[config.mk]
export PLATFORM = sky130hd
export DESIGN_NAME = tl_b_channel_arbiter
export DESIGN_NICKNAME = d
export VERILOG_FILES = /design/src/rtl/tl_b_pkg.sv /design/src/rtl/rr_arbiter_core.sv /design/src/rtl/tl_b_channel_arbiter.sv
export SDC_FILE = /design/constraint.sdc
export NUM_CORES = 1
export LEC_CHECK = 0
export ABC_CLOCK_PERIOD_IN_PS = 7200
export BUFFER_PORTS_ARGS = -buffer_cell sky130_fd_sc_hd__buf_2
export CAP_MARGIN = 20
export CORE_AREA = 2 2 228 230
export DETAILED_ROUTE_END_ITERATION = 16
export DIE_AREA = 0 0 230 232
export GPL_ROUTABILITY_DRIVEN = 0
export PLACE_DENSITY = 0.3
export SLEW_MARGIN = 20
export SYNTH_ARGS = -nofsm -noshare
export SYNTH_HDL_FRONTEND = slang
export SYNTH_HIERARCHICAL = 1
export SYNTH_SLANG_ARGS = --single-unit
[constraint.sdc]
create_clock -name clock -period 7.2 [get_ports clock]
set_input_delay 1.44 -clock clock [delete_from_list [all_inputs] [get_ports clock]]
set_output_delay 1.44 -clock clock [all_outputs]
set_load 0.05 [all_outputs]
[src/rtl/tl_b_pkg.sv]
// Shared TileLink B-channel types, opcodes and beat helpers.
package tl_b_pkg;

   localparam logic [2:0] OP_PUT_FULL    = 3'd0;
   localparam logic [2:0] OP_PUT_PARTIAL = 3'd1;
   localparam logic [2:0] OP_ARITHMETIC  = 3'd2;
   localparam logic [2:0] OP_LOGICAL     = 3'd3;
   localparam logic [2:0] OP_GET         = 3'd4;
   localparam logic [2:0] OP_INTENT      = 3'd5;
   localparam logic [2:0] OP_PROBE       = 3'd6;

   // log2 of the largest message we split into beats (64 bytes = 8 beats of 8 bytes)
   localparam logic [3:0] MAX_SIZE  = 4'd6;
   localparam logic [3:0] BEAT_LOG2 = 4'd3;

   typedef struct packed {
      logic [2:0]  opcode;
      logic [1:0]  param;
      logic [3:0]  size;
      logic [31:0] address;
      logic [7:0]  mask;
      logic [63:0] data;
      logic        corrupt;
   } tl_b_msg_t;

   // Put/Atomic messages carry data beats; Get/Intent/Probe are header only.
   function automatic logic has_data(input logic [2:0] opcode);
      return opcode <= OP_LOGICAL;
   endfunction

   // Beat count of a message; oversize requests are clamped to 8 beats.
   function automatic logic [3:0] num_beats(input logic [3:0] size, input logic data);
      logic [3:0] capped;
      capped = (size > MAX_SIZE) ? MAX_SIZE : size;
      if (!data || capped <= BEAT_LOG2) begin
         return 4'd1;
      end
      return 4'd1 << (capped - BEAT_LOG2);
   endfunction

endpackage

[src/rtl/rr_arbiter_core.sv]
// Combinational round-robin pick with a lock override, shared by channel arbiters.
module rr_arbiter_core #(
   parameter int unsigned N  = 4,
   parameter int unsigned IW = $clog2(N)
) (
   input  logic [N-1:0]  req,
   input  logic [IW-1:0] rr_ptr,
   input  logic          lock,
   input  logic [IW-1:0] lock_idx,
   output logic [N-1:0]  grant,
   output logic [IW-1:0] winner
);

   logic          found;
   logic [IW-1:0] idx;

   // Scan rr_ptr+1, rr_ptr+2, ... and take the first requester; a lock pins the choice.
   always_comb begin
      winner = '0;
      grant  = '0;
      found  = 1'b0;
      idx    = '0;
      if (lock) begin
         winner = lock_idx;
      end else begin
         for (int unsigned k = 1; k <= N; k++) begin
            idx = IW'((32'(rr_ptr) + k) % N);
            if (!found && req[idx]) begin
               found  = 1'b1;
               winner = idx;
            end
         end
      end
      if (req[winner]) begin
         grant[winner] = 1'b1;
      end
   end

endmodule

[src/rtl/tl_b_channel_arbiter.sv]
// Shares one hart's TileLink B channel between NUM_REQ requesters with round-robin
// priority, multi-beat locking and per-requester outstanding-Probe tracking.
module tl_b_channel_arbiter
   import tl_b_pkg::*;
#(
   parameter int unsigned NUM_REQ    = 4,
   parameter int unsigned BEAT_BYTES = 8
) (
   input  logic                         clock,
   input  logic                         reset,
   input  logic [NUM_REQ-1:0]           req_valid,
   output logic [NUM_REQ-1:0]           req_ready,
   input  logic [NUM_REQ*3-1:0]         req_opcode,
   input  logic [NUM_REQ*2-1:0]         req_param,
   input  logic [NUM_REQ*4-1:0]         req_size,
   input  logic [NUM_REQ*32-1:0]        req_address,
   input  logic [NUM_REQ*BEAT_BYTES-1:0]   req_mask,
   input  logic [NUM_REQ*BEAT_BYTES*8-1:0] req_data,
   input  logic [NUM_REQ-1:0]           req_corrupt,
   output logic                         b_valid,
   input  logic                         b_ready,
   output logic [2:0]                   b_opcode,
   output logic [1:0]                   b_param,
   output logic [3:0]                   b_size,
   output logic [2:0]                   b_source,
   output logic [31:0]                  b_address,
   output logic [BEAT_BYTES-1:0]        b_mask,
   output logic [BEAT_BYTES*8-1:0]      b_data,
   output logic                         b_corrupt,
   input  logic                         ack_valid,
   input  logic [2:0]                   ack_source,
   output logic [NUM_REQ-1:0]           probe_busy
);

   localparam int unsigned IW = $clog2(NUM_REQ);
   localparam int unsigned DW = BEAT_BYTES * 8;

   tl_b_msg_t          msg [NUM_REQ];
   tl_b_msg_t          sel;
   logic [NUM_REQ-1:0] eligible;
   logic [NUM_REQ-1:0] grant;
   logic [IW-1:0]      winner;
   logic               fire;
   logic [3:0]         beats;
   logic               ack_in_range;

   logic               lock_q, lock_d;
   logic [IW-1:0]      lock_idx_q, lock_idx_d;
   logic [2:0]         beat_cnt_q, beat_cnt_d;
   logic [IW-1:0]      rr_ptr_q, rr_ptr_d;
   logic [NUM_REQ-1:0] probe_busy_q, probe_busy_d;

   // Unpack per-requester payloads; a Probe is held back while its requester has one in flight.
   always_comb begin
      for (int unsigned i = 0; i < NUM_REQ; i++) begin
         msg[i].opcode  = req_opcode[i*3 +: 3];
         msg[i].param   = req_param[i*2 +: 2];
         msg[i].size    = req_size[i*4 +: 4];
         msg[i].address = req_address[i*32 +: 32];
         msg[i].mask    = req_mask[i*BEAT_BYTES +: BEAT_BYTES];
         msg[i].data    = req_data[i*DW +: DW];
         msg[i].corrupt = req_corrupt[i];
         eligible[i]    = req_valid[i] && !(msg[i].opcode == OP_PROBE && probe_busy_q[i]);
      end
   end

   rr_arbiter_core #(
      .N  (NUM_REQ),
      .IW (IW)
   ) u_core (
      .req      (eligible),
      .rr_ptr   (rr_ptr_q),
      .lock     (lock_q),
      .lock_idx (lock_idx_q),
      .grant    (grant),
      .winner   (winner)
   );

   // Zero-latency payload mux and handshake outputs.
   always_comb begin
      sel       = msg[winner];
      b_valid   = |eligible;
      b_opcode  = sel.opcode;
      b_param   = sel.param;
      b_size    = sel.size;
      b_source  = 3'(winner);
      b_address = sel.address;
      b_mask    = sel.mask;
      b_data    = sel.data;
      b_corrupt = sel.corrupt;
      req_ready = b_ready ? grant : '0;
      fire      = b_valid && b_ready;
      beats     = num_beats(sel.size, has_data(sel.opcode));
   end

   assign ack_in_range = ({1'b0, ack_source} < 4'(NUM_REQ));
   assign probe_busy   = probe_busy_q;

   // Lock/beat/pointer bookkeeping and Probe tracking (a set beats a same-cycle clear).
   always_comb begin
      lock_d       = lock_q;
      lock_idx_d   = lock_idx_q;
      beat_cnt_d   = beat_cnt_q;
      rr_ptr_d     = rr_ptr_q;
      probe_busy_d = probe_busy_q;

      if (fire) begin
         if (beat_cnt_q == 3'd0) begin
            if (beats > 4'd1) begin
               lock_d     = 1'b1;
               lock_idx_d = winner;
               beat_cnt_d = 3'(beats - 4'd1);
            end else begin
               lock_d   = 1'b0;
               rr_ptr_d = winner;
            end
         end else begin
            beat_cnt_d = beat_cnt_q - 3'd1;
            if (beat_cnt_q == 3'd1) begin
               lock_d   = 1'b0;
               rr_ptr_d = winner;
            end
         end
      end else if (b_valid) begin
         // Backpressured: pin the current winner until its message completes.
         lock_d     = 1'b1;
         lock_idx_d = winner;
      end

      if (ack_valid && ack_in_range) begin
         probe_busy_d[ack_source[IW-1:0]] = 1'b0;
      end
      if (fire && sel.opcode == OP_PROBE) begin
         probe_busy_d[winner] = 1'b1;
      end
   end

   // State registers with synchronous reset; requester 0 wins first after reset.
   always_ff @(posedge clock) begin
      if (reset) begin
         lock_q       <= 1'b0;
         lock_idx_q   <= '0;
         beat_cnt_q   <= 3'd0;
         rr_ptr_q     <= IW'(NUM_REQ - 1);
         probe_busy_q <= '0;
      end else begin
         lock_q       <= lock_d;
         lock_idx_q   <= lock_idx_d;
         beat_cnt_q   <= beat_cnt_d;
         rr_ptr_q     <= rr_ptr_d;
         probe_busy_q <= probe_busy_d;
      end
   end

endmodule

# --- Word level (Yosys, flattened, before mapping) ---
# Cells that the tools add are included.
op_classes:
  n_addsub: 7
  n_lt_le_gt_ge: 14
  eq_ne: 11
  shifts: 1
  muxes: 50
  bitwise: 4
  n_reduce_logical: 33
ops:
  columns: ["op", "n"]
  rows:
  - ["114-bit binary-select mux with 2-bit select", 1]
  - ["114-bit two-way mux", 2]
  - ["4-bit two-way mux", 7]
  - ["2-bit two-way mux", 12]
  - ["1-bit two-way mux", 19]
  - ["2-bit by 3-bit less-than comparator with 1-bit output (second input constant)", 6]
  - ["1-bit logical AND", 16]
  - ["3-bit == test (second input constant)", 5]
  - ["1-bit binary-select mux with 2-bit select", 5]
  - ["1-bit logical NOT", 8]
  - ["3-bit two-way mux", 2]
  - ["2-bit by 1-bit inequality test with 1-bit output (second input constant)", 3]
  - ["3-bit AND reduction", 2]
  - ["3-bit by 1-bit subtractor with 3-bit output (second input constant)", 2]
  - ["2-bit by 1-bit adder with 2-bit output (second input constant)", 2]
  - ["2-bit adder (second input constant)", 2]
  - ["4-bit AND", 1]
  - ["1-bit demux with 2-bit select", 2]
  - ["2-bit by 1-bit >= comparator with 1-bit output (second input constant)", 2]
  - ["4-bit by 1-bit greater-than comparator with 1-bit output (second input constant)", 1]
  - ["4-bit by 3-bit greater-than comparator with 1-bit output (second input constant)", 1]
  - ["4-bit by 2-bit less-or-equal comparator with 1-bit output (second input constant)", 1]
  - ["4-bit inverter", 1]
  - ["4-bit bitwise OR", 1]
  - ["other kinds (14)", 16]
word_totals:
  register_bits: 12
  input_bits: 467
  out_inout_bits: 126
  word_cells: 125

# --- Longest topological paths before layout ---
# Gate-level depths: netlist of run 1.
logic_depth:
  ltp_word: 34
  depth_mapped: 20
  mapped_depth_nobuf: 18

# --- By module ---
# Netlist of run 1, hierarchy kept.
by_module_without_submodules:
  columns: ["mod", "n_inst", "cells_each", "area_each_um2", "seq_area_each_um2"]
  rows:
  - ["tl_b_channel_arbiter", 1, 255, 3638.5, 240.2]
  - ["rr_arbiter_core", 1, 35, 260.2, 0.0]

# --- Least setup slack after synthesis of run 1 ---
# Ideal clock, no wire load.
synth_path:
  path_type: "in2reg"
  start: "input req_opcode[9]"
  end: "register beat_cnt_q[0]"
  setup_ns: 0.126
  t_arrival_ns: 6.410
  t_required_ns: 7.074
  setup_slack_ns: 0.664
  stages: 15
  path_buffers: 0
  path_cell_list: "nand4b_1 -> and2_1 -> or3b_1 -> o21ai_0 -> a21boi_1 -> nor2_1 -> mux4_1 -> nor2b_1 -> a21boi_0 -> ha_1 -> or4_1 -> ha_1 -> o221a_4 -> a2111oi_2 -> o31ai_1"
synth_via:
  elab_chain_cells: 33
  word_cells_on_any_way: 51
  classes_between: "add/sub (2); order compare (4); eq/ne (2); shift (1); mux (27); bitwise (1); reduce/logical (14)"
synth_rtl:
  columns: ["element", "line_no", "rtl"]
  rows:
  - ["from (decl)", "tl_b_channel_arbiter.sv:13", "input logic [NUM_REQ*3-1:0] req_opcode,"]
  - ["3-bit == test *", "tl_b_channel_arbiter.sv:63", "eligible[i] = req_valid[i] && !(msg[i].opcode == OP_PROBE && probe_busy_q[i]);"]
  - ["1-bit logical AND *", "tl_b_channel_arbiter.sv:63", null]
  - ["1-bit logical NOT *", "tl_b_channel_arbiter.sv:63", null]
  - ["1-bit logical AND *", "tl_b_channel_arbiter.sv:63", null]
  - ["net eligible[3]", "tl_b_channel_arbiter.sv:40", "logic [NUM_REQ-1:0] eligible;"]
  - ["1-bit binary-select mux with 2-bit select", "rr_arbiter_core.sv:28", "if (!found && req[idx]) begin"]
  - ["1-bit two-way mux (not written as such)", "rr_arbiter_core.sv:28", null]
  - ["1-bit two-way mux", "rr_arbiter_core.sv:28", null]
  - ["(+13 left out)", null, null]
  - ["net b_source[0]", "tl_b_channel_arbiter.sv:25", "output logic [2:0] b_source,"]
  - ["(+4 left out)", null, null]
  - ["net b_size[3]", "tl_b_channel_arbiter.sv:24", "output logic [3:0] b_size,"]
  - ["(+1 left out)", null, null]
  - ["4-bit two-way mux *", "tl_b_pkg.sv:34", "capped = (size > MAX_SIZE) ? MAX_SIZE : size;"]
  - ["4-bit by 2-bit less-or-equal comparator with 1-bit output", "tl_b_pkg.sv:35", "if (!data || capped <= BEAT_LOG2) begin"]
  - ["1-bit logical OR", "tl_b_pkg.sv:35", null]
  - ["1-bit two-way mux", "tl_b_pkg.sv:35", null]
  - ["4-bit two-way mux *", "tl_b_pkg.sv:38", "return 4'd1 << (capped - BEAT_LOG2);"]
  - ["4-bit by 1-bit greater-than comparator with 1-bit output / 3-bit by 1-bit subtractor with 3-bit output (equally long branches)", "tl_b_channel_arbiter.sv:109, tl_b_channel_arbiter.sv:112", null]
  - ["2-bit by 1-bit inequality test with 1-bit output (no line) / 3-bit two-way mux (equally long branches)", null, null]
  - ["2-bit AND reduction (no line) / 3-bit two-way mux (equally long branches)", null, null]
  - ["to (signal assigned)", "tl_b_channel_arbiter.sv:149", "beat_cnt_q <= beat_cnt_d;"]
  - ["to (decl)", "tl_b_channel_arbiter.sv:49", "logic [2:0] beat_cnt_q, beat_cnt_d;"]
# Mark *: on every way through the listed nets, which the timed path passes. The rest lies on a longest branch. The select of a mux whose other input is x is not followed.
# A chain may end at the register's enable or synchronous reset.

# --- Worst setup path after layout of run 1 ---
layout_path:
  start: "input req_opcode[3]"
  end: "register beat_cnt_q[0]"
layout_via:
  elab_chain_cells: 33
  word_cells_on_any_way: 51
  classes_between: "add/sub (2); order compare (4); eq/ne (2); shift (1); mux (27); bitwise (1); reduce/logical (14)"
layout_rtl:
  columns: ["element", "line_no"]
  rows:
  - ["3-bit == test *", "tl_b_channel_arbiter.sv:63"]
  - ["1-bit logical AND *", "tl_b_channel_arbiter.sv:63"]
  - ["1-bit logical NOT *", "tl_b_channel_arbiter.sv:63"]
  - ["1-bit logical AND *", "tl_b_channel_arbiter.sv:63"]
  - ["net eligible[1]", "tl_b_channel_arbiter.sv:40"]
  - ["1-bit binary-select mux with 2-bit select", "rr_arbiter_core.sv:28"]
  - ["1-bit two-way mux (not written as such)", "rr_arbiter_core.sv:28"]
  - ["1-bit two-way mux", "rr_arbiter_core.sv:28"]
  - ["(+18 left out)", null]
  - ["4-bit two-way mux", "tl_b_pkg.sv:34"]
  - ["4-bit by 2-bit less-or-equal comparator with 1-bit output", "tl_b_pkg.sv:35"]
  - ["1-bit logical OR", "tl_b_pkg.sv:35"]
  - ["1-bit two-way mux", "tl_b_pkg.sv:35"]
  - ["4-bit two-way mux", "tl_b_pkg.sv:38"]
  - ["4-bit by 1-bit greater-than comparator with 1-bit output / 3-bit by 1-bit subtractor with 3-bit output (equally long branches)", "tl_b_channel_arbiter.sv:109, tl_b_channel_arbiter.sv:112"]
  - ["2-bit by 1-bit inequality test with 1-bit output (no line) / 3-bit two-way mux (equally long branches)", null]
  - ["2-bit AND reduction (no line) / 3-bit two-way mux (equally long branches)", null]
# Marked as above.

==> flow_summary_export.csv, run 1 <==
group,metric,value,unit
timing,slew_violations,0,
clock_network,clkLatencyLatePin,0.25,ns
clock_network,tritoncts,"done",
cells_and_area,multi_input_comb_area,0.003498,sq mm
critical_path,critical_path_class,"primary input to flip-flop",
critical_path,critPathRequiredTime,7.33,ns
place,placement.io_buffers,591,
power_and_ir_drop,power_per_cell_area,493.4,mW/mm^2
die,die_area,0.05336,sq mm
hold_path,hold_path_end,"lock_idx_q[0]",
place,preCtsSetupSlack,1.001,ns
cells_and_area,layout.cell_area.non_filler,0.007811,sq mm
yosys,synth.top_cells.by_area,"mux4_2 (65%), dfxtp_1 (6.2%), ha_1 (1.9%)",
clock_network,clock_tree.buffer_depth,2,
die,rows,83,
clock_network,cts_root_buffer,"clkbuf_16",
timing,achievable-frequency,0.1690,GHz
detailed_routing,viasPerCell,3.668,
yosys,main_combinational_cell_family_by_area_after_synthesis,"multiplexers",
yosys,prevailing_post_synth_register_cell,"dfxtp_1",
yosys,synthSimpleGateAreaFrac,10.59,%
yosys,synth_common_cells,"mux4_2 (113), clkbuf_1 (15), nor2_1 (14)",
timing,hold_viol_final,0,
critical_path,rr_endpoint,"beat_cnt_q[0]",
hold_path,hold_path_class,"flip-flop to flip-flop",
die,core_area,0.05089,sq mm
timing,worst_case_headroom_to_the_max_slew_limit,62.83,%
timing,fin_tns_setup,0,ns
clock_network,ctsResizeCount,0,
yosys,synthArstFlopShare,0,%
yosys,yosysWarningCount,6,
yosys,synth_sequential_area_ratio,6.162,%
place,dp.final_hpwl,32.25,mm
clock_network,ctsHtreeMaxLevel,1,
timing,tightest_slew,0.5576,ns
die,die-height,232,um
cells_and_area,drive_above_1_share,84.63,%
cells_and_area,syn2layout_area_growth,100.4,%
timing,period_share,82.18,%
yosys,number_of_distinct_library_cells_after_synthesis,56,
timing,setup_viol,0,
power_and_ir_drop,power.static_leakage,3.515,nW
clock_network,post-cts-setup-buffer-count,0,
detailed_routing,route.detailed.wl_per_inst,22.46,um
die,io-pin-count,593,
yosys,synth_top_cell_area_share,65.28,%
yosys,synth_area_leader_cell,"mux4_2",
yosys,synthCells,290,
cells_and_area,post-route-util,15.35,%
yosys,synthAdderAreaFrac,1.926,%
grt,grt_first_pass_wirelength,46.68,mm
yosys,synthMuxAreaShare,67.23,%
critical_path,crit_fanout,12,
timing,timing.clock.skew,0.005403,ns
cells_and_area,seq_area,240.2,sq um
yosys,yosys.area_share.xor_xnor,0.2246,%
detailed_routing,antenna_left,0,
timing,fin_ws,1.283,ns
run,maxCapViolCount,0,
detailed_routing,postRouteWirelength,35.08,mm
critical_path,number_of_cells_on_the_worst_reg_to_reg_path,15,
critical_path,crit-reg2reg-launch,"probe_busy[1]",
hold_path,worst_min_path_start,"lock_idx_q[0]",
hold_path,timing.hold.worst_path_depth,2,
yosys,post_synth_instance_area,0.003899,sq mm
grt,grt_start_max_net_pins,59,
critical_path,startpoint_type,"primary input",
yosys,synth_enable_flop_cells,0,
critical_path,cp.arrival,6.04,ns
cells_and_area,number_of_standard_cells_in_the_layout_taps_in_and_fillers_out,1562,
grt,grt.total_usage,12.41,%
yosys,synthesized_nets,763,
grt,grt-ovfl-total,0,
power_and_ir_drop,max-vdd-ir-drop,0.2146,mV
yosys,postSynthRegisterBits,12,
clock_network,numClockSinks,12,
yosys,synthMostInstantiatedCell,"mux4_2",
place,placed_inst_area,0.007665,sq mm
die,die_width,230,um
grt,antenna_found_initial,47,
critical_path,critPathCaptureType,"flip-flop",
critical_path,reg_to_reg_setup_timing_slack,2.24,ns
status,run_status,"complete, no violations",
clock_network,clkSlewWorstSetupHoldPaths,0.05,ns
yosys,compound_gate_fraction_of_synth_area,9.275,%
clock_network,cts_buffers,3,
cells_and_area,n_fill_cell,5859,
clock_network,cts.hold.buffers_added,0,
cells_and_area,final_net_count,1333,
grt,first_global_vias,5949,
place,dp_cells,1535,
detailed_routing,drtPass1Iterations,6,
yosys,avgSynthCellArea,13.44,sq um
detailed_routing,via_count,5729,
timing,finalWorstPathRequiredPeriod,5.917,ns
detailed_routing,drc_errors,0,
detailed_routing,drt_iter0_drc,349,
timing,grt_setup_unrepaired,"false",
die,start_util,7.662,%
## worst max-delay path by stage
stage	endpoint	start	slack, ns
4_1_cts	beat_cnt_q[0]	req_opcode[3]	1.25
5_1_grt	lock_idx_q[0]	req_opcode[3]	0.95
6_report	beat_cnt_q[0]	req_opcode[3]	1.28
2_1_floorplan	beat_cnt_q[0]	req_opcode[9]	0.66
3_5_place_dp	beat_cnt_q[0]	req_opcode[3]	1.00
3_3_place_gp	beat_cnt_q[2]	req_opcode[3]	1.10
## layout by cell type, fill, tap and decap left out, types with 2 or more instances in the layout
cell,netlist,final
ha_1,6,6
nand3b_1,6,6
dfxtp_1,12,12
diode_2,0,23
mux4_2,113,113
nor2_1,14,13
nand2_1,13,12
mux2i_1,5,5
a22oi_1,3,3
nand4b_1,6,6
clkbuf_16,0,3
a21o_1,2,2
or3b_4,2,2
and2_1,10,10
nor2b_1,3,3
o31ai_1,3,3
a21oi_1,9,9
or3b_1,3,3
nand3_1,2,2
buf_2,8,591
buf_12,0,4
inv_1,8,8
o21ai_0,7,7
## metal layers
metal | up-vias | track usage, % | wire length, um
met5 | - | 0 | 143
met4 | 24 | 1.512 | 808
met3 | 61 | 5.857 | 4470
met2 | 375 | 22.25 | 17310
met1 | 2802 | 13.63 | 12350
li1 | 2467 | - | -
## per-stage QoR
stage	power, mW	hold WS, ns
6_report	3.854	0.5083
5_1_grt	4.057	0.5551
4_1_cts	3.921	0.5125
3_5_place_dp	3.788	0.5020
3_3_place_gp	3.798	0.4989
2_1_floorplan	2.914	0.4565
## kinds of logic (layout without fill, tap and decap cells)
logic type / count (synthesis) / after routing
flip-flops: 12 / 12
buffers and inverters: 39 / 608
AO/OA/AOI/OAI: 44 / 44
XOR/XNOR: 1 / 1
other: 1 / 24
AND/OR/NAND/NOR: 68 / 68
multiplexers: 119 / 119
adder cells (fa/ha/maj): 6 / 6
## final cells by class
class                           instances  area share, %
Multi-Input combinational cell        239          44.79
Timing Repair Buffer                  596          38.99
Tap cell                              680          10.89
Sequential cell                        12          3.075
Clock buffer                            4          1.137
Antenna cell                           23         0.7368
Inverter                                8         0.3844
## flip-flops by register name, indices dropped and copies added, names as in the netlist
| name | flops |
|---|---|
| probe_busy | 4 |
| beat_cnt_q | 3 |
| lock_idx_q | 2 |
| rr_ptr_q | 2 |
| lock_q | 1 |
## power by group
| part | total [mW] | internal, mW | switching (mW) |
|---|---|---|---|
| registers | 0.101 | 0.0815 | 0.0195 |
| clock network | 0.118 | 0.0843 | 0.0338 |
| logic | 3.64 | 1.19 | 2.44 |
| total | 3.85 | 1.36 | 2.50 |
## critical path: stages
cell and delay, ns:
buf_2 0.10, nand4b_1 0.19, and2_1 0.28, or3b_4 0.44
a2111oi_4 0.38, a311o_1 0.27, nand2_4 0.19, mux4_1 0.42
nor2b_1 0.22, a21boi_0 0.26, ha_1 0.30, or4_1 0.57
ha_1 0.29, o221a_4 0.29, a2111oi_2 0.29, o31ai_1 0.09
Power figures use the tool's default switching activity.
==> run 2: changes to the inputs <==
- ABC_CLOCK_PERIOD_IN_PS: 7200 -> 5700
- clock period: 7.2 -> 5.7 ns (I/O delays scaled with it)
==> flow_summary_export.csv, run 2 (same netlist as run 1, synthesis figures left out) <==
group,metric,value,unit
status,run_status,"complete, no violations",
timing,finalWorstPathRequiredPeriod,5.372,ns
detailed_routing,route.detailed.wl_per_inst,18.38,um
detailed_routing,drc_errors,0,
clock_network,ctsHtreeMaxLevel,1,
die,die_width,230,um
detailed_routing,antenna_left,0,
place,preCtsSetupSlack,0.06396,ns
clock_network,clkLatencyLatePin,0.24,ns
timing,slew_violations,0,
power_and_ir_drop,power,4.960,mW
grt,grt_start_max_net_pins,62,
timing,worst_case_headroom_to_the_max_slew_limit,47.73,%
critical_path,reg_to_reg_setup_timing_slack,1.00,ns
cells_and_area,largest_register_ff_count,4,
die,die-height,232,um
timing,tightest_slew,0.7841,ns
die,rows,83,
clock_network,tritoncts,"done",
cells_and_area,syn2layout_area_growth,102.5,%
hold_path,hold_path_class,"flip-flop to flip-flop",
hold_path,timing.hold.worst_path_depth,2,
die,die_area,0.05336,sq mm
place,dp.final_hpwl,26.11,mm
timing,achievable-frequency,0.1861,GHz
cells_and_area,layout.cell_area.non_filler,0.007896,sq mm
timing,grt_setup_unrepaired,"false",
timing,timing.clock.skew,0.001191,ns
power_and_ir_drop,power.static_leakage,3.596,nW
critical_path,cpMaxStageDelayCell,"or4_1",
detailed_routing,drt_iter0_drc,253,
die,start_util,7.662,%
critical_path,startpoint_type,"primary input",
critical_path,crit_fanout,8,
critical_path,crit_path_frequent_cell,"ha_1",
cells_and_area,final_net_count,1350,
clock_network,clkSlewWorstSetupHoldPaths,0.05,ns
critical_path,critPathCaptureType,"flip-flop",
timing,fin_ws,0.3277,ns
timing,final.hold.worst_slack,0.5021,ns
grt,grt_first_pass_wirelength,39.46,mm
critical_path,critPathRequiredTime,5.82,ns
critical_path,crit-reg2reg-launch,"probe_busy[1]",
place,placement.io_buffers,591,
critical_path,max_stage_delay,0.56,ns
clock_network,cts_root_buffer,"clkbuf_16",
power_and_ir_drop,max-vdd-ir-drop,0.2617,mV
grt,antenna_found_initial,8,
critical_path,critical_path_class,"primary input to flip-flop",
die,io-pin-count,593,
hold_path,hold_path_end,"lock_idx_q[0]",
power_and_ir_drop,power_per_cell_area,628.1,mW/mm^2
clock_network,ctsResizeCount,0,
critical_path,cp_cell_sequence,"buf_2 > nand4b_1 > and2_1 > buf_4 > or3b_1 > a21o_1 > a311o_1 > nand2_8 > mux4_2 > nor2b_1 > a21boi_0 > ha_1 > or4_1 > ha_1 > o221a_4 > a2111oi_2 > o31ai_1",
hold_path,worst_min_path_start,"lock_idx_q[0]",
critical_path,rr_endpoint,"beat_cnt_q[0]",
detailed_routing,drtPass1Iterations,4,
timing,fin_tns_setup,0,ns
place,placed_inst_area,0.007797,sq mm
detailed_routing,viasPerCell,3.538,
grt,grt-ovfl-total,0,
critical_path,cp.arrival,5.49,ns
clock_network,clock_tree.buffer_depth,2,
timing,setup_viol,0,
clock_network,numClockSinks,12,
cells_and_area,layout_common_cells,"buf_2 (591), mux4_2 (114), buf_4 (18), nor2_1 (13)",
run,maxCapViolCount,0,
detailed_routing,postRouteWirelength,28.67,mm
clock_network,post-cts-setup-buffer-count,0,
clock_network,cts.hold.buffers_added,0,
cells_and_area,drive_above_1_share,85.05,%
grt,first_global_vias,5883,
cells_and_area,mostFrequentLayoutCell,"buf_2",
die,core_area,0.05089,sq mm
timing,hold_viol_final,0,
timing,period_share,94.25,%
critical_path,number_of_cells_on_the_worst_reg_to_reg_path,16,
grt,grt.total_usage,9.915,%
detailed_routing,via_count,5519,
clock_network,cts_buffers,3,
## run 2: cell count changes in the layout (fill, tap and decap cells not counted)
| cell | previous run | this run |
|---|---|---|
| nand2_4 | 1 | 0 |
| mux4_2 | 113 | 114 |
| buf_4 | 1 | 18 |
| diode_2 | 23 | 4 |
| mux4_1 | 1 | 0 |
| nand2_8 | 0 | 1 |
## run 2: worst max path at each step
stage	from	slack [ns]	endpoint	cells past startpoint
2_1_floorplan	req_opcode[3]	0.001	beat_cnt_q[0]	17
3_3_place_gp	req_opcode[3]	0.12	beat_cnt_q[0]	16
3_5_place_dp	req_opcode[3]	0.06	beat_cnt_q[0]	16
4_1_cts	req_opcode[3]	0.30	beat_cnt_q[0]	16
5_1_grt	req_opcode[3]	0.07	lock_idx_q[0]	16
6_report	req_opcode[3]	0.33	beat_cnt_q[0]	17
## run 2: where the power goes
group          switching, mW  total [mW]  internal [mW]  leakage [nW]
Clock                 0.0409       0.147          0.106        0.0442
Sequential            0.0257       0.129          0.103        0.0980
Combinational           3.08        4.68           1.60          3.45
Total                   3.15        4.96           1.81          3.60
## run 2: final cells by class
cell class	instances	area [sq um]
clock buffers	4	88.84
inverters	8	30.03
diodes	4	10.01
fillers	5857	42990
repair buffers	613	3173
flip-flops and latches	12	240.2
multi-input cells	239	3503
well taps	680	850.8
## run 2: metal layers
metal  share of wire, %  wire, um  global-route usage [%]
met1                 41     11790                   12.93
met2                 50     14400                   16.75
met3                7.0      1994                   2.014
met4                1.7       482                   2.339
met5              0.038        11                       0
## run 2: per-stage QoR
step / util [%] / std cells
5_1_grt: 15.52 / 1560
6_report: 15.52 / 1560
2_1_floorplan: - / 290
3_5_place_dp: 15.32 / 1552
4_1_cts: 15.50 / 1556
3_3_place_gp: 15.32 / 1552
## run 2: worst max-delay path, delay by kind of cell
family	cells	cell delay (ns)
compound gates	6	1.55
fa+ha+maj	2	0.56
buf+inv	2	0.26
mux	1	0.37
simple gates	6	1.62
==> run 3: changes to the inputs <==
- ABC_CLOCK_PERIOD_IN_PS: 5700 -> 6700
- CORE_AREA: 2 2 228 230 -> 2 2 231 233
- DIE_AREA: 0 0 230 232 -> 0 0 233 235
- GPL_ROUTABILITY_DRIVEN: 0 -> default
- clock period: 5.7 -> 6.7 ns (I/O delays scaled with it)
==> flow_summary_export.csv, run 3 (same netlist as run 1, synthesis figures left out) <==
group,metric,value,unit
status,run_status,"complete, no violations",
die,die_area,0.05476,sq mm
critical_path,critical_path_class,"primary input to flip-flop",
die,die_width,233,um
cells_and_area,syn2layout_area_growth,99.52,%
clock_network,clkSlewWorstSetupHoldPaths,0.05,ns
clock_network,cts_buffers,3,
cells_and_area,seq_area,240.2,sq um
timing,slew_violations,0,
grt,grt_start_max_net_pins,73,
detailed_routing,drc_errors,0,
detailed_routing,route.detailed.wl_per_inst,20.39,um
detailed_routing,drtPass1Iterations,4,
critical_path,startpoint_type,"primary input",
grt,antenna_found_initial,25,
cells_and_area,post-route-util,14.89,%
timing,setup_viol,0,
cells_and_area,largest_register_ff_count,4,
timing,tightest_slew,0.6530,ns
grt,first_global_vias,6237,
clock_network,numClockSinks,12,
cells_and_area,mostFrequentLayoutCell,"buf_2",
timing,finalWorstPathRequiredPeriod,5.821,ns
clock_network,ctsHtreeMaxLevel,1,
timing,grt_setup_unrepaired,"false",
timing,achievable-frequency,0.1718,GHz
die,die-height,235,um
critical_path,critPathCaptureType,"flip-flop",
detailed_routing,viasPerCell,3.596,
timing,hold_viol_final,0,
cells_and_area,layout_common_cells,"buf_2 (591), mux4_2 (113), nor2_1 (13), nand2_1 (12), dfxtp_1 (12)",
clock_network,post-cts-setup-buffer-count,0,
grt,grt_first_pass_wirelength,44.34,mm
critical_path,cp.arrival,5.94,ns
hold_path,hold_path_class,"flip-flop to flip-flop",
clock_network,cts_root_buffer,"clkbuf_16",
detailed_routing,antenna_left,0,
place,dp.final_hpwl,29.08,mm
cells_and_area,n_fill_cell,6011,
die,core_area,0.05224,sq mm
clock_network,clock_tree.buffer_depth,2,
detailed_routing,postRouteWirelength,31.77,mm
critical_path,critPathRequiredTime,6.82,ns
clock_network,tritoncts,"done",
timing,worst_case_headroom_to_the_max_slew_limit,56.47,%
clock_network,cts.hold.buffers_added,0,
detailed_routing,via_count,5602,
clock_network,clkLatencyLatePin,0.24,ns
power_and_ir_drop,power.static_leakage,3.511,nW
die,io-pin-count,593,
cells_and_area,drive_above_1_share,84.63,%
place,placement.io_buffers,591,
timing,fin_tns_setup,0,ns
die,start_util,7.464,%
detailed_routing,drt_iter0_drc,221,
timing,timing.clock.skew,0.004677,ns
critical_path,crit_fanout,6,
cells_and_area,final_net_count,1333,
power_and_ir_drop,power_per_cell_area,525.7,mW/mm^2
place,place_congestion,0.9243,
cells_and_area,multi_input_comb_area,0.003498,sq mm
grt,grt-ovfl-total,0,
timing,period_share,86.88,%
run,maxCapViolCount,0,
timing,final.hold.worst_slack,0.4974,ns
die,rows,84,
power_and_ir_drop,max-vdd-ir-drop,0.2670,mV
clock_network,ctsResizeCount,0,
grt,grt.total_usage,11.11,%
## run 3: stage by stage
stage / worst slack (ns) / power [mW] / std cells / area (sq um)
final: 0.8788 / 4.089 / 1558 / 7779
after global routing: 0.5284 / 4.315 / 1557 / 7776
after CTS: 0.8490 / 4.160 / 1547 / 7751
after detailed placement: 0.6054 / 4.022 / 1543 / 7662
after global placement: 0.7048 / 4.036 / 1543 / 7662
after floorplan: 0.2639 / 3.131 / 290 / 3899
## run 3: worst max-delay path, cell delays in order
cell       delay [ns]
buf_2            0.10
nand4b_1         0.19
and2_1           0.28
or3b_1           0.37
o21ai_0          0.08
a21boi_1         0.17
nor2_4           0.35
mux4_1           0.72
nor2b_1          0.20
a21boi_0         0.28
ha_1             0.31
or4_1            0.57
ha_1             0.29
o221a_4          0.29
a2111oi_2        0.30
o31ai_1          0.10
## run 3: worst paths after layout
| check | start | end | slack [ns] | cells past startpoint |
|---|---|---|---|---|
| max | req_opcode[9] | beat_cnt_q[0] | 0.88 | 16 |
| min | lock_idx_q[0] | lock_idx_q[0] | 0.50 | 2 |
| max reg2reg | probe_busy[3] | beat_cnt_q[0] | 1.73 | 15 |
| min reg2reg | lock_idx_q[0] | lock_idx_q[0] | 0.50 | 2 |
## run 3: report_power, final
group          switching (mW)  internal, mW  leakage, nW
clock                  0.0337        0.0904       0.0442
combinational            2.58          1.27         3.37
sequential             0.0213        0.0876       0.0980
total                    2.64          1.45         3.51
## run 3: final cells by class
class	instances	area share [%]
Multi-Input combinational cell	239	44.97
Timing Repair Buffer	596	38.99
Tap cell	688	11.07
Sequential cell	12	3.088
Clock buffer	4	1.142
Inverter	8	0.3860
Antenna cell	11	0.3539
## run 3: routing by layer
metal,track usage (%),up-vias,share of wire [%]
met5,2.054,-,0.066
met4,3.030,4,1.8
met3,3.689,40,9.2
met2,19.10,353,50
met1,12.92,2750,39
li1,-,2455,-
